`config.mk`:
```
export PLATFORM = sky130hd
export DESIGN_NAME = score_ctrl
export DESIGN_NICKNAME = d
export VERILOG_FILES = /design/src/rtl/score_ctrl.sv
export SDC_FILE = /design/constraint.sdc
export NUM_CORES = 1
export LEC_CHECK = 0
export BUFFER_PORTS_ARGS = -buffer_cell sky130_fd_sc_hd__buf_2
export CELL_PAD_IN_SITES_DETAIL_PLACEMENT = 0
export CELL_PAD_IN_SITES_GLOBAL_PLACEMENT = 1
export CORE_MARGIN = 2
export CORE_UTILIZATION = 44
export CTS_BUF_LIST = sky130_fd_sc_hd__clkbuf_4
export CTS_CLUSTER_SIZE = 12
export DETAILED_ROUTE_END_ITERATION = 8
export PLACE_DENSITY = 0.81
export SLEW_MARGIN = 20
export SYNTH_ARGS = -nofsm -noshare
export SYNTH_HDL_FRONTEND = slang
export SYNTH_SLANG_ARGS = --single-unit
```
`constraint.sdc`:
```
create_clock -name clk -period 2.98 [get_ports clk]
set_input_delay 0.149 -clock clk [delete_from_list [all_inputs] [get_ports clk]]
set_output_delay 0.149 -clock clk [all_outputs]
set_load 0.05 [all_outputs]
```
`src/rtl/score_ctrl.sv`:
```
// score_ctrl: synchronised, debounced four-button scoreboard with PLAY/OVER game state.
// Winner-digit blink in OVER is built only when SCORE_BLINK_EN is defined.
//
// state   | meaning
// ST_PLAY | scores follow accepted button presses
// ST_OVER | a team reached WIN_SCORE; scores frozen until the next press
module score_ctrl #(
  parameter int DEBOUNCE_CYCLES = 1_000_000,
  parameter int BLINK_CYCLES    = 25_000_000,
  parameter int WIN_SCORE       = 21
) (
  input  logic        clk,
  input  logic        rst,
  input  logic [3:0]  btn,
  output logic [15:0] num,
  output logic [3:0]  le,
  output logic [3:0]  point,
  output logic [1:0]  winner,
  output logic        game_over
);

  typedef enum logic {ST_PLAY = 1'b0, ST_OVER = 1'b1} state_t;

  localparam int DW = $clog2(DEBOUNCE_CYCLES + 1);
  localparam logic [DW-1:0] DB_LAST = DW'(DEBOUNCE_CYCLES - 1);
  localparam logic [7:0] WIN_BCD = {4'(WIN_SCORE / 10), 4'(WIN_SCORE % 10)};

  if (DEBOUNCE_CYCLES < 2 || BLINK_CYCLES < 1 || WIN_SCORE < 1 || WIN_SCORE > 99) begin : g_param_check
    $error("score_ctrl: parameter out of range");
  end

  logic [3:0]    sync1_q, sync2_q;
  logic [3:0]    acc_q, acc_d;
  logic [3:0]    press_q, press_d;
  logic [DW-1:0] db_cnt_q [4];
  logic [DW-1:0] db_cnt_d [4];

  state_t     state_q, state_d;
  logic [7:0] a_q, a_d, b_q, b_d;
  logic [1:0] win_q, win_d;
  logic [3:0] le_q, le_d, point_q, point_d;
  logic       over_q;
  logic       phase_d;
  logic       a_up, a_dn, b_up, b_dn, a_hit, b_hit;

  function automatic logic [7:0] bcd_inc(input logic [7:0] v);
    if (v == 8'h99) return v;
    if (v[3:0] == 4'd9) return {v[7:4] + 4'd1, 4'd0};
    return {v[7:4], v[3:0] + 4'd1};
  endfunction

  function automatic logic [7:0] bcd_dec(input logic [7:0] v);
    if (v == 8'h00) return v;
    if (v[3:0] == 4'd0) return {v[7:4] - 4'd1, 4'd9};
    return {v[7:4], v[3:0] - 4'd1};
  endfunction

  // Counter runs only while the synchronised level disagrees with the accepted one.
  always_comb begin
    acc_d = acc_q;
    for (int i = 0; i < 4; i++) begin
      db_cnt_d[i] = '0;
      if (sync2_q[i] != acc_q[i]) begin
        if (db_cnt_q[i] == DB_LAST) acc_d[i] = sync2_q[i];
        else db_cnt_d[i] = db_cnt_q[i] + DW'(1);
      end
    end
    press_d = acc_d & ~acc_q;
  end

  always_ff @(posedge clk) begin
    if (rst) begin
      sync1_q <= '0;
      sync2_q <= '0;
      acc_q   <= '0;
      press_q <= '0;
      for (int i = 0; i < 4; i++) db_cnt_q[i] <= '0;
    end else begin
      sync1_q <= btn;
      sync2_q <= sync1_q;
      acc_q   <= acc_d;
      press_q <= press_d;
      for (int i = 0; i < 4; i++) db_cnt_q[i] <= db_cnt_d[i];
    end
  end

  assign a_up = press_q[0] & ~press_q[1];
  assign a_dn = press_q[1] & ~press_q[0];
  assign b_up = press_q[2] & ~press_q[3];
  assign b_dn = press_q[3] & ~press_q[2];

  always_comb begin
    state_d = state_q;
    a_d     = a_q;
    b_d     = b_q;
    win_d   = win_q;
    a_hit   = 1'b0;
    b_hit   = 1'b0;
    case (state_q)
      ST_PLAY: begin
        if (a_up) a_d = bcd_inc(a_q);
        else if (a_dn) a_d = bcd_dec(a_q);
        if (b_up) b_d = bcd_inc(b_q);
        else if (b_dn) b_d = bcd_dec(b_q);
        a_hit = (a_d != a_q) && (a_d == WIN_BCD);
        b_hit = (b_d != b_q) && (b_d == WIN_BCD);
        if (a_hit || b_hit) begin
          state_d = ST_OVER;
          win_d   = {a_hit, b_hit};
        end
      end
      ST_OVER: begin
        // The restarting press is consumed here and never scores.
        if (|press_q) begin
          state_d = ST_PLAY;
          a_d     = '0;
          b_d     = '0;
          win_d   = '0;
        end
      end
      default: state_d = ST_PLAY;
    endcase
  end

  always_comb begin
    le_d    = {a_d[7:4] == 4'd0, 1'b0, b_d[7:4] == 4'd0, 1'b0};
    point_d = {1'b0, a_d > b_d, 1'b0, b_d > a_d};
    if (state_d == ST_OVER) begin
      point_d   = '0;
      le_d[3:2] = win_d[1] ? {2{phase_d}} : 2'b11;
      le_d[1:0] = win_d[0] ? {2{phase_d}} : 2'b11;
    end
  end

`ifdef SCORE_BLINK_EN
  localparam int BW = (BLINK_CYCLES > 1) ? $clog2(BLINK_CYCLES) : 1;
  localparam logic [BW-1:0] BL_LAST = BW'(BLINK_CYCLES - 1);

  logic [BW-1:0] blink_cnt_q, blink_cnt_d;
  logic          phase_q;

  // Counting starts the cycle after entry so phase 0 lasts a full BLINK_CYCLES.
  always_comb begin
    blink_cnt_d = '0;
    phase_d     = 1'b0;
    if (state_d == ST_OVER) begin
      blink_cnt_d = blink_cnt_q;
      phase_d     = phase_q;
      if (state_q == ST_OVER) begin
        if (blink_cnt_q == BL_LAST) begin
          blink_cnt_d = '0;
          phase_d     = ~phase_q;
        end else begin
          blink_cnt_d = blink_cnt_q + BW'(1);
        end
      end
    end
  end

  always_ff @(posedge clk) begin
    if (rst) begin
      blink_cnt_q <= '0;
      phase_q     <= 1'b0;
    end else begin
      blink_cnt_q <= blink_cnt_d;
      phase_q     <= phase_d;
    end
  end
`else
  assign phase_d = 1'b0;
`endif

  always_ff @(posedge clk) begin
    if (rst) begin
      state_q <= ST_PLAY;
      a_q     <= '0;
      b_q     <= '0;
      win_q   <= '0;
      le_q    <= 4'b1010;
      point_q <= '0;
      over_q  <= 1'b0;
    end else begin
      state_q <= state_d;
      a_q     <= a_d;
      b_q     <= b_d;
      win_q   <= win_d;
      le_q    <= le_d;
      point_q <= point_d;
      over_q  <= (state_d == ST_OVER);
    end
  end

  assign num       = {a_q, b_q};
  assign le        = le_q;
  assign point     = point_q;
  assign winner    = win_q;
  assign game_over = over_q;

endmodule

```
==> impl_metrics.ini <==
[outcome]
status = complete, no violations

[routing]
drc = 0
firstDrtPassIters = 4
wl_per_cell_um = 14.2
viasPerCell = 5.39
postRouteAntennaNets = 0
routed_wirelength_um = 14100
drt_iter0_markers = 299
num_vias = 5356

[setup_path]
path_max_fanout = 7
critPathLaunchType = flop
path_class = reg -> reg
path_cells = inv_2 > ha_1 > or3b_4 > and3_1 > or3_1 > a32oi_2 > ha_1 > a21o_1 > a21o_1 > a21oi_1 > o21ai_1 > o21ai_0 > nor3_1
path_delay_family = simple AND/OR/NAND/NOR gates
critPathBufInv = 1
cpPeakStageDelay_ns = 0.40
arrival_ns = 3.25
cp_slowest_cell = or3b_4
worstPathRequired_ns = 3.45
cp-end-kind = flop

[final_layout]
multiInputGateArea_sq_um = 3670
fin_nets = 826
final_cell_mix = nor2_1, dfxtp_1, nand3_1
fillers = 1331
final_common_cell = nor2_1
utilization_pct = 51.4
drive_gt1_share_pct = 16.1
area.sequential_sq_um = 2430
finalInstanceArea_sq_um = 7140
area_growth_pct = 13.8

[global_routing]
grt_pass1_vias = 5108
grt_pass1_wl_um = 24000
antenna_found_initial = 1
grt.total_usage_pct = 19.9
grt.overflow.total = 0
grt_max_degree = 31

[cts]
clkLatencyLatePin_ns = 0.54
cts.clk_slew.worst_paths_ns = 0.12
cts_buffer_depth = 2
cts_tree = yes
h-tree-depth = 4
clock-sinks = 121
cts_buffers = 17
clock-root-buffer = clkbuf_4

[timing]
maxSlewViolCount = 0
slew_headroom_pct = 55.3
fin_crit_ns = 2.78
tightest_slew_ns = 0.670
setup_violations = 0
period_share_pct = 93.2
hold_violations = 0
holdWs_ns = 0.0906
timing.fmax_mhz = 360
setup_tns_ns = 0
finClkSkew_ns = 0.0181

[die]
placementRows = 43
start_util_pct = 45.2
fp.coreArea_sq_um = 13900
chipWidth_um = 123
pin_count = 33
die_h_um = 123
die_area_sq_um = 15200

[synth]
ys_seq_area_share_pct = 38.6
synth_async_sr_flop_share_pct = 0
netlist_instances = 739
ys_ff_latch = 121
yosysWarnings = 0
ys.flop_type = dfxtp_1
ys_types = 77
synth_area_sq_um = 6270
synth_edf_count = 0
avgSynthCellArea_sq_um = 8.49

[placed_design]
dpl_cell_area_sq_um = 6800
place.gp.congestion = 0.892
dp_hpwl_um = 10300
portBuffers = 30

[pwr]
powerDensity_nw_per_um2 = 384
max-vdd-ir-drop_mv = 0.355
fin_total_pwr_mw = 2.74
p_leak_nw = 2.64

[hold_path]
hp-class = in -> reg

[run]
max_cap_violations = 0
[cell usage after synthesis (all sizes together) (3+ instances only)]
| library cell | number | area [sq um] |
|---|---|---|
| nand4 | 17 | 106 |
| and4 | 8 | 72.6 |
| o21ai | 21 | 105 |
| inv | 20 | 75.1 |
| mux2 | 3 | 37.5 |
| a21o | 4 | 30.0 |
| mux2i | 5 | 50.1 |
| a311oi | 3 | 26.3 |
| a211oi | 4 | 30.0 |
| xnor2 | 41 | 359 |
| buf | 16 | 90.1 |
| nor3 | 18 | 95.1 |
| xor2 | 32 | 280 |
| ha | 20 | 250 |
| nor2 | 123 | 462 |
| or3 | 7 | 43.8 |
| nand2b | 5 | 31.3 |
| dfxtp | 121 | 2420 |
| a21oi | 27 | 135 |
| nor2b | 21 | 131 |
| nand2 | 43 | 161 |
| clkbuf | 17 | 63.8 |
| nor3b | 7 | 63.8 |
| a211o | 3 | 26.3 |
| and3 | 28 | 175 |
| nand4b | 3 | 26.3 |
| nor4 | 8 | 71.3 |
| a31oi | 6 | 37.5 |
| nor4b | 11 | 96.3 |
| nand3 | 45 | 225 |
| and3b | 3 | 26.3 |
| o211a | 3 | 30.0 |
| o31ai | 3 | 27.5 |
[report_power, final]
group / total (mW) / switching [mW] / internal (mW)
logic: 0.101 / 0.0669 / 0.0346
registers: 1.63 / 0.00829 / 1.63
clock network: 1.01 / 0.655 / 0.353
total: 2.74 / 0.730 / 2.01
[repair_timing]
item                                    in CTS  in global routing
buffers inserted                             0                  1
hold buffers                                 4                  0
resized for setup                            0                 15
endpoints found under the setup margin       0                  2
hold endpoints to repair                     4                  0
[per-layer routing]
layer / routed length, um / vias to the layer above / GRT usage, %
li1: - / 2743 / -
met2: 6620 / 94 / 33.0
met5: 0 / - / 0
met1: 6740 / 2505 / 25.1
met3: 456 / 14 / 4.70
met4: 270 / 0 / 7.53
[registers in the layout, summed over array words and instances, names as in the netlist, named ones only]
signal / cells
a_q: 8
game_over: 1
db_cnt_q: 80
point: 2
sync1_q: 4
press_q: 4
b_q: 8
acc_q: 4
sync2_q: 4
le: 4
[logic make-up after synthesis]
kind of cell | synth area share, %
and+or+nand+nor | 30.9
adders and majority gates | 3.99
xor gates and xnor gates | 10.2
DFF | 38.6
buffers and inverters | 3.65
muxes | 1.40
other | 0.0598
AOI/OAI and AO/OA | 11.2
[path summary, 6_finish.rpt]
kind,slack (ns),endpoint,startpoint,depth (start not counted)
worst max-delay path,0.20,point[0],a_q[5],13
worst min register to register,0.45,sync2_q[3],sync1_q[3],1
worst min-delay path,0.09,acc_q[0],rst,2
worst max register to register,0.20,point[0],a_q[5],13
[worst register-to-register path, stage by stage, from the launching register on]
cell	delay, ns
dfxtp_2	0.38
inv_2	0.12
ha_1	0.18
or3b_4	0.40
and3_1	0.23
or3_1	0.37
a32oi_2	0.24
ha_1	0.19
a21o_1	0.11
a21o_1	0.10
a21oi_1	0.05
o21ai_1	0.09
o21ai_0	0.12
nor3_1	0.13
[final cells by class]
type | count | area share, %
Multi-Input combinational cell | 566 | 51.5
Inverter | 20 | 1.05
Clock buffer | 19 | 2.00
Timing Repair Buffer | 74 | 6.87
Clock inverter | 13 | 1.37
Antenna cell | 1 | 0.0351
Tap cell | 180 | 3.15
Sequential cell | 121 | 34.1
[through the flow]
stage          worst slack, ns  cells
6_report                 0.202    994
5_1_grt               -0.00345    994
4_1_cts                 0.0834    992
3_5_place_dp             0.103    956
3_3_place_gp             0.181    956
2_1_floorplan           0.0109    740
No activity file was read; power rests on OpenSTA's default activity.
